--- config.mk ---
export PLATFORM = sky130hd
export DESIGN_NAME = ber_frame_ctrl
export DESIGN_NICKNAME = d
export VERILOG_FILES = /design/src/rtl/ber_frame_ctrl.sv
export SDC_FILE = /design/constraint.sdc
export NUM_CORES = 1
export LEC_CHECK = 0
export ABC_AREA = 1
export ABC_CLOCK_PERIOD_IN_PS = 3000
export CORE_MARGIN = 2
export CORE_UTILIZATION = 40
export DETAILED_ROUTE_END_ITERATION = 8
export DONT_BUFFER_PORTS = 1
export MAX_ROUTING_LAYER = met4
export SLEW_MARGIN = 20
export SYNTH_ARGS = -nofsm -noshare
export SYNTH_HDL_FRONTEND = slang
export SYNTH_SLANG_ARGS = --single-unit
--- constraint.sdc ---
create_clock -name clk -period 3 [get_ports clk]
set_clock_uncertainty 0.15 [all_clocks]
set_input_delay 0.15 -clock clk [delete_from_list [all_inputs] [get_ports clk]]
set_output_delay 0.15 -clock clk [all_outputs]
set_load 0.02 [all_outputs]
--- src/rtl/ber_frame_ctrl.sv ---
// Frame-level bit-error controller: accepts (info, estimate) word pairs, accumulates
// per-frame Hamming distance total and worst-word distance, and issues a pass/fail verdict.

module bit_com (
  input  logic [11:0] i_info,
  input  logic [11:0] i_esti,
  output logic [3:0]  o_dist_c
);

  logic [11:0] w_diff;

  assign w_diff = i_info ^ i_esti;

  // Population count of the differing bits
  always_comb begin
    o_dist_c = 4'd0;
    for (int i = 0; i < 12; i++) begin
      o_dist_c = o_dist_c + 4'(w_diff[i]);
    end
  end

endmodule

module ber_frame_ctrl #(
  parameter int unsigned WORD_W = 12,
  parameter int unsigned LEN_W  = 10,
  parameter int unsigned ERR_W  = 16
) (
  input  logic              clk,
  input  logic              reset_n,
  input  logic              start,
  input  logic [LEN_W-1:0]  frame_len,
  input  logic [ERR_W-1:0]  err_thresh,
  input  logic              in_valid,
  output logic              in_ready,
  input  logic [WORD_W-1:0] info_bits,
  input  logic [WORD_W-1:0] esti_bits,
  output logic              busy,
  output logic              done,
  output logic [LEN_W-1:0]  word_cnt,
  output logic [ERR_W-1:0]  err_total,
  output logic [3:0]        max_dist,
  output logic              fail
);

  typedef enum logic [1:0] {
    S_IDLE  = 2'd0,
    S_RUN   = 2'd1,
    S_FLUSH = 2'd2,
    S_DONE  = 2'd3
  } state_t;

  state_t             r_state;
  state_t             w_next;
  logic               w_accept;
  logic               w_start_ok;
  logic [3:0]         w_dist;
  logic [LEN_W-1:0]   w_cnt_inc;
  logic [ERR_W:0]     w_sum;
  logic [ERR_W-1:0]   w_err_next;

  logic [LEN_W-1:0]   r_frame_len;
  logic [ERR_W-1:0]   r_thresh;
  logic [LEN_W-1:0]   r_word_cnt;
  logic [ERR_W-1:0]   r_err_total;
  logic [3:0]         r_max_dist;
  logic [3:0]         r_dist;
  logic               r_v;
  logic               r_done;
  logic               r_fail;

  bit_com u_bit_com (
    .i_info   (info_bits),
    .i_esti   (esti_bits),
    .o_dist_c (w_dist)
  );

  assign w_cnt_inc = r_word_cnt + LEN_W'(1);

  // Saturating add of the staged distance; this is also the final value used for the verdict
  assign w_sum      = {1'b0, r_err_total} + (ERR_W+1)'(r_dist);
  assign w_err_next = !r_v        ? r_err_total :
                      w_sum[ERR_W] ? {ERR_W{1'b1}} : w_sum[ERR_W-1:0];

  always_ff @(posedge clk or negedge reset_n) begin
    if (!reset_n) begin
      r_state <= S_IDLE;
    end else begin
      r_state <= w_next;
    end
  end

  always_comb begin
    w_next     = r_state;
    w_accept   = 1'b0;
    w_start_ok = 1'b0;
    case (r_state)
      S_IDLE, S_DONE: begin
        if (start) begin
          w_start_ok = 1'b1;
          w_next     = (frame_len != '0) ? S_RUN : S_DONE;
        end
      end
      S_RUN: begin
        w_accept = in_valid;
        if (in_valid && (w_cnt_inc == r_frame_len)) begin
          w_next = S_FLUSH;
        end
      end
      S_FLUSH: w_next = S_DONE;
      default: w_next = S_IDLE;
    endcase
  end

  always_ff @(posedge clk or negedge reset_n) begin
    if (!reset_n) begin
      r_frame_len <= '0;
      r_thresh    <= '0;
      r_word_cnt  <= '0;
      r_err_total <= '0;
      r_max_dist  <= '0;
      r_dist      <= '0;
      r_v         <= 1'b0;
      r_done      <= 1'b0;
      r_fail      <= 1'b0;
    end else begin
      r_done <= (r_state == S_FLUSH) || (w_start_ok && (frame_len == '0));
      r_v    <= w_accept;
      if (w_accept) begin
        r_dist <= w_dist;
      end
      if (w_start_ok) begin
        r_frame_len <= frame_len;
        r_thresh    <= err_thresh;
        r_word_cnt  <= '0;
        r_err_total <= '0;
        r_max_dist  <= '0;
        r_fail      <= 1'b0;
      end else begin
        if (w_accept) begin
          r_word_cnt <= w_cnt_inc;
        end
        r_err_total <= w_err_next;
        if (r_v && (r_dist > r_max_dist)) begin
          r_max_dist <= r_dist;
        end
        if (r_state == S_FLUSH) begin
          r_fail <= (w_err_next > r_thresh);
        end
      end
    end
  end

  assign in_ready  = (r_state == S_RUN);
  assign busy      = (r_state == S_RUN) || (r_state == S_FLUSH);
  assign done      = r_done;
  assign word_cnt  = r_word_cnt;
  assign err_total = r_err_total;
  assign max_dist  = r_max_dist;
  assign fail      = r_fail;

endmodule

Yosys cells after proc, flatten, opt, wreduce, memory -nomap -nowiden --
Cells that the tools add are included.
Word-level totals: input bits 54, RAM bits 0, output and inout bits 34, ROM bits 0, memories kept 0, register bits 65, bits in latches 0, word-level logic and storage cells 61
Cells by class: divide/modulo/power cells 0, shift-type cells 0, eq/ne operators 6, add/subtract/negate cells 13, multiply operators 0, mux-type cells 16, reduce and logical (&&, ||, !) cells 13, bitwise operators 1, magnitude comparators 2
Operators with widths (count):
- two-way mux 16 bit | 3
- adder 4 x 1 -> 4 bit | 10
- two-way mux 10 bit | 2
- adder 16 x 4 -> 17 bit | 1
- greater-than comparator 16 bit | 1
- bitwise XOR 12 bit | 1
- adder 10 x 1 -> 10 bit, second input constant | 1
- equality test 10 bit | 1
- logical NOT 10 bit | 1
- nonzero test 10 bit | 1
- two-way mux 4 bit | 2
- two-way mux 2 bit | 3
- case mux 2 bit (3 select lines) | 1
- nonzero test 2 bit | 3
- two-way mux 1 bit | 5
- equality test 2 bit, second input constant | 2
- greater-than comparator 4 bit | 1
- logical AND 1 bit | 3
- adder 1 x 1 -> 2 bit | 1
- equality test 2 x 1 -> 1 bit, second input constant | 1
- logical NOT 2 bit | 1
- logical OR 1 bit | 2
- != test 2 x 1 -> 1 bit, second input constant | 1
- != test 2 bit, second input constant | 1
- 2 further kinds | 2

Depth between registers and ports, before layout --
word-level depth 12, depth in mapped cells 20, depth with buffers taken out 20

Modules after synthesis --
A second synthesis with hierarchy kept.
Unflattened totals: cells, all modules 538, area total of the unflattened synthesis 4231.6 um^2
Modules (own cells, without submodules):
- ber_frame_ctrl | area an instance 3887.5 um^2, instances 1, seq. area each 1626.6 um^2, cells each 504
- bit_com | area an instance 344.1 um^2, instances 1, seq. area each 0.0 um^2, cells each 34

Least setup slack after synthesis --
OpenSTA, ideal clock, no wires.
path kind input to register, start point input port esti_bits[0], end point register r_dist[2], stages on the path 9, required time 2.718 ns, setup slack -0.460 ns, buffers on the path 0, data arrival time 3.178 ns, setup time 0.132 ns, cells stage by stage xor2_1 ha_1 fa_1 fa_1 fa_1 fa_1 fa_1 xnor2_1 o21ai_0
On the way: word-level cells in the longest chain between the ends 12
Ends and longest elaborated chain:
- start: declaration | RTL line 37 | input logic [WORD_W-1:0] esti_bits,
- bitwise XOR 12 bit | RTL line 12 | assign w_diff = i_info ^ i_esti;
- adder 1 x 1 -> 2 bit | RTL line 18 | o_dist_c = o_dist_c + 4'(w_diff[i]);
- adder 4 x 1 -> 4 bit (10 in a row) | RTL line 18
- end signal: assignment | RTL line 130 | r_dist <= w_dist;
- end: declaration | RTL line 67 | logic [3:0] r_dist;
Every way passes these cells. A chain may end at the register's enable or synchronous reset.

Worst setup path in the final report --
start point register r_err_total[0], in the netlist err_total[0], end point register r_fail, in the netlist fail
On the way: word-level cells in the longest chain between the ends 6
Ends and longest elaborated chain:
- start: declaration | RTL line 65 | logic [ERR_W-1:0] r_err_total;
- start signal: assignment | RTL line 143 | r_err_total <= w_err_next;
- adder 16 x 4 -> 17 bit | RTL line 81 | assign w_sum = {1'b0, r_err_total} + (ERR_W+1)'(r_dist);
- two-way mux 16 bit | RTL line 83 | w_sum[ERR_W] ? {ERR_W{1'b1}} : w_sum[ERR_W-1:0];
- two-way mux 16 bit * | RTL line 82 | assign w_err_next = !r_v ? r_err_total :
- greater-than comparator 16 bit * | RTL line 148 | r_fail <= (w_err_next > r_thresh);
- two-way mux 1 bit * | RTL line 147 | if (r_state == S_FLUSH) begin
- two-way mux 1 bit * | RTL line 132 | if (w_start_ok) begin
- end signal: assignment | RTL line 148
- end: declaration | RTL line 70 | logic r_fail;
Every way passes the cells marked *; elsewhere a longest branch is shown, timed or not. The select of a mux whose other input is x is not followed.

==> metrics.txt <==
status=complete, no violations; cell-by-cell trace of the critical path=ha_2, fa_2, nand3_2, nand3_2, inv_2, nor2_4, nand3_4, nor2_4, nand3_4, nand2_1, nor2_2, inv_2, ha_4, nand4_1, a31oi_1, nor3_1, nand2_1, nand2_1, a21oi_1; count of unique library cells instantiated by Yosys=37; Post-DP HPWL=between 7000 and 8000 µm; Net Count, Synth=about 630; worst path bufs/invs=2; Reg clk slew, reported paths=0.07 ns; synth-to-layout area growth=26.1%; PortBufs=0; via-per-instance ratio=~5.0; CTS HTree Levels=3; startpoint types=flop; delay-heaviest family, CP=simple AND/OR/NAND/NOR gates; fin cells=about 750; flops & latches, synth=65; CTS tree=done; top-area cell type share of the netlist area=between 30% and 40%; Max-slew headroom=between 50% and 60%; Worst Max-Slew Pin Slew=between 0.6 and 0.7 ns; unrepaired setup endpoints after global routing=yes; Cell Pwr Density=between 700 and 800 nW/µm²; required time at the worst-slack endpoint=3.14 ns; CP Max Fanout=4; area occupied by multi-input gates=~2400 µm²; endpoints failing setup=0; Post-synth top cells=nand2_1 (137), inv_1 (77), dfrtp_1 (65); clock power share=16.2%; Core Box Area=~10000 µm²; Overall Global Routing Usage=20.6%; DRC viols=0; top post-synthesis cells by area=dfrtp_1 (39%), nand2_1 (12%), ha_1 (9.5%); detailed-route wire length per cell=14.1 µm; FF-to-FF setup slack=0.10 ns; Detail Route Antenna Nets=0; cell mode on critical path=nand2_1; die width=107 µm; YS warnings=0; post-synthesis sequential area ratio=between 30% and 40%; Critical Path Slowest Stage Cell=dfrtp_1; Die Y=between 100 and 150 µm; Critical Path Max Stage Delay=roughly 0.4 ns; top_reg_cell synth=dfrtp_1; crit path capture type=flop; fraction of layout cells with a size suffix above 1=between 10% and 20%; Worst Hold Class=input pin to flop; MaxCap Viol Count=0; Internal Power=between 2 and 2.5 mW; nets@finish=~700; final worst-path setup slack=around 0.10 ns; maximum clock path buffer count=2; Final Hold Vio Count=0; die area=between 10000 and 15000 µm²; DR vias=about 3800; Cell Count Post-Placement=about 710; final wirelength=between 10000 and 15000 µm; Rows=37; clk_lat worst skew=roughly 0.36 ns; top-count cell post-synth=nand2_1; Leak Pwr=2.62 nW; largest net degree at the start of global routing=66; Sw Share=43.3%; clk sinks=65; combinational power share=49.3%; register area=1630 µm²; first-pass GRT wire length=approximately 18000 µm; Sequential Power Share=about a third; tightest hold margin=around 0.063 ns; FILL cells=970; Post-Synthesis Cells=around 530; GP Congestion=around 0.9; P_sw=~1.8 mW; FMAX=~0.35 GHz; worst vdd ir=0.340 mV; crit path kind=flop to flop; CTS buffer count=9; 1st-pass router iterations=4; DRT iter0 DRCs=~180; Worst EP arrival=between 3 and 4 ns; area leader, netlist=dfrtp_1; Post-synth ARST share=100%; post-route minimum period=just under 3 ns; I/O pin count=88; initial antenna violation count=0; Antenna diodes=0; Starting Density=41.0%; Slew Viols, Final=0; root buffer cell=clkbuf_8; Avg Inst Size Synth=~8 µm²; vias in the first global route=roughly 3900; period utilization=96.5%; GRT overflow=0; Mapped Area=4210 µm²; worst slack, placed=-0.240 ns; Post-synth EDFFs=0; Fin Setup TNS=0 ns
cell type report:
cell class	count	share of cell area (%)
clock buffers	14	3.06
inverters	79	5.58
multi-input cells	382	45.5
flip-flops and latches	65	30.6
well taps	136	3.20
repair buffers	73	12.0
kinds of logic (layout without fill, tap and decap cells):
kind of cell    count (synthesis)  count (layout)  share of synthesized area (%)
fa+ha+maj                      40              40                           13.3
xor+xnor                       15              15                           3.12
simple gates                  250             250                           27.3
buf+inv                        87             166                           7.81
flops                          65              65                           38.6
compound gates                 77              77                           9.92
flip-flops by register name (all words and copies together), names as in the netlist:
| signal | flops |
|---|---|
| word_cnt | 10 |
| r_v | 1 |
| fail | 1 |
| r_dist | 4 |
| max_dist | 4 |
| r_thresh | 16 |
| r_frame_len | 10 |
| err_total | 16 |
| done | 1 |
| r_state | 2 |
stage by stage:
step / area (µm²) / total power [mW] / util [%]
2_1_floorplan: 4220 / 2.74 / -
3_3_place_gp: 4680 / 3.25 / 45.5
3_5_place_dp: 4680 / 3.32 / 45.5
4_1_cts: 5150 / 4.06 / 50.1
5_1_grt: 5310 / 4.57 / 51.7
6_report: 5310 / 4.13 / 51.7
routing by layer:
| metal | global-route usage, % | routed length, µm | vias up |
|---|---|---|---|
| met5 | - | 0 | - |
| met2 | 34.0 | 5300 | 81 |
| li1 | - | - | 1870 |
| met1 | 24.8 | 4600 | 1795 |
| met3 | 5.11 | 467 | 17 |
| met4 | 6.86 | 209 | 0 |
worst reg2reg max path: cells and delay by family (launching register included):
kind            cells  cell delay (ns)
fa+ha+maj           3             0.83
simple gates       12             1.00
buf+inv             2             0.15
flops               1             0.39
compound gates      2             0.30
power by group through the flow:
stage	combinational, mW	sequential [mW]	clock [mW]
floorplan	1.34	1.41	0
global placement	1.83	1.42	0
detailed placement	1.89	1.43	0
CTS	1.96	1.41	0.686
global route	2.38	1.46	0.729
finish	2.04	1.43	0.669
layout by cell type (no fill, tap or decap), types with 3 or more instances in the layout:
cell type	netlist	layout
a21oi_1	16	14
a21oi_2	1	3
a31oi_1	5	5
and2_1	3	3
buf_4	0	44
clkbuf_1	6	3
clkbuf_8	0	11
dfrtp_1	65	64
dlygate4sd3_1	0	28
fa_1	8	5
fa_2	0	3
ha_1	32	25
ha_4	0	6
inv_1	77	74
inv_2	1	4
nand2_1	137	137
nand2_2	9	9
nand3_1	40	36
nand3_2	5	7
nand3b_1	5	5
nand4_1	6	6
nor2_1	29	24
nor2_2	2	4
nor2_4	3	6
nor3_1	3	3
o21ai_0	44	42
o22ai_1	3	3
or2_2	3	3
xnor2_1	6	6
xor2_1	9	9
final timing paths:
| path | startpoint | to | cells past startpoint |
|---|---|---|---|
| worst min-delay path | in_valid | r_dist[1] | 3 |
| worst max register to register | err_total[0] | fail | 19 |
| worst max-delay path | err_total[0] | fail | 19 |
| max in group asynchronous | reset_n | err_total[1] | 2 |
| min in group asynchronous | reset_n | word_cnt[7] | 2 |
| worst min register to register | r_frame_len[0] | r_frame_len[0] | 2 |
repair_timing:
item / 4_1_cts / 5_1_grt
endpoints found under the setup margin: 1 / 1
hold endpoints to repair: 94 / 0
pin swaps: 0 / 10
hold buffers: 29 / 0
buffers inserted: 0 / 1
resized for setup: 1 / 30
No activity file was read; power rests on OpenSTA's default activity.
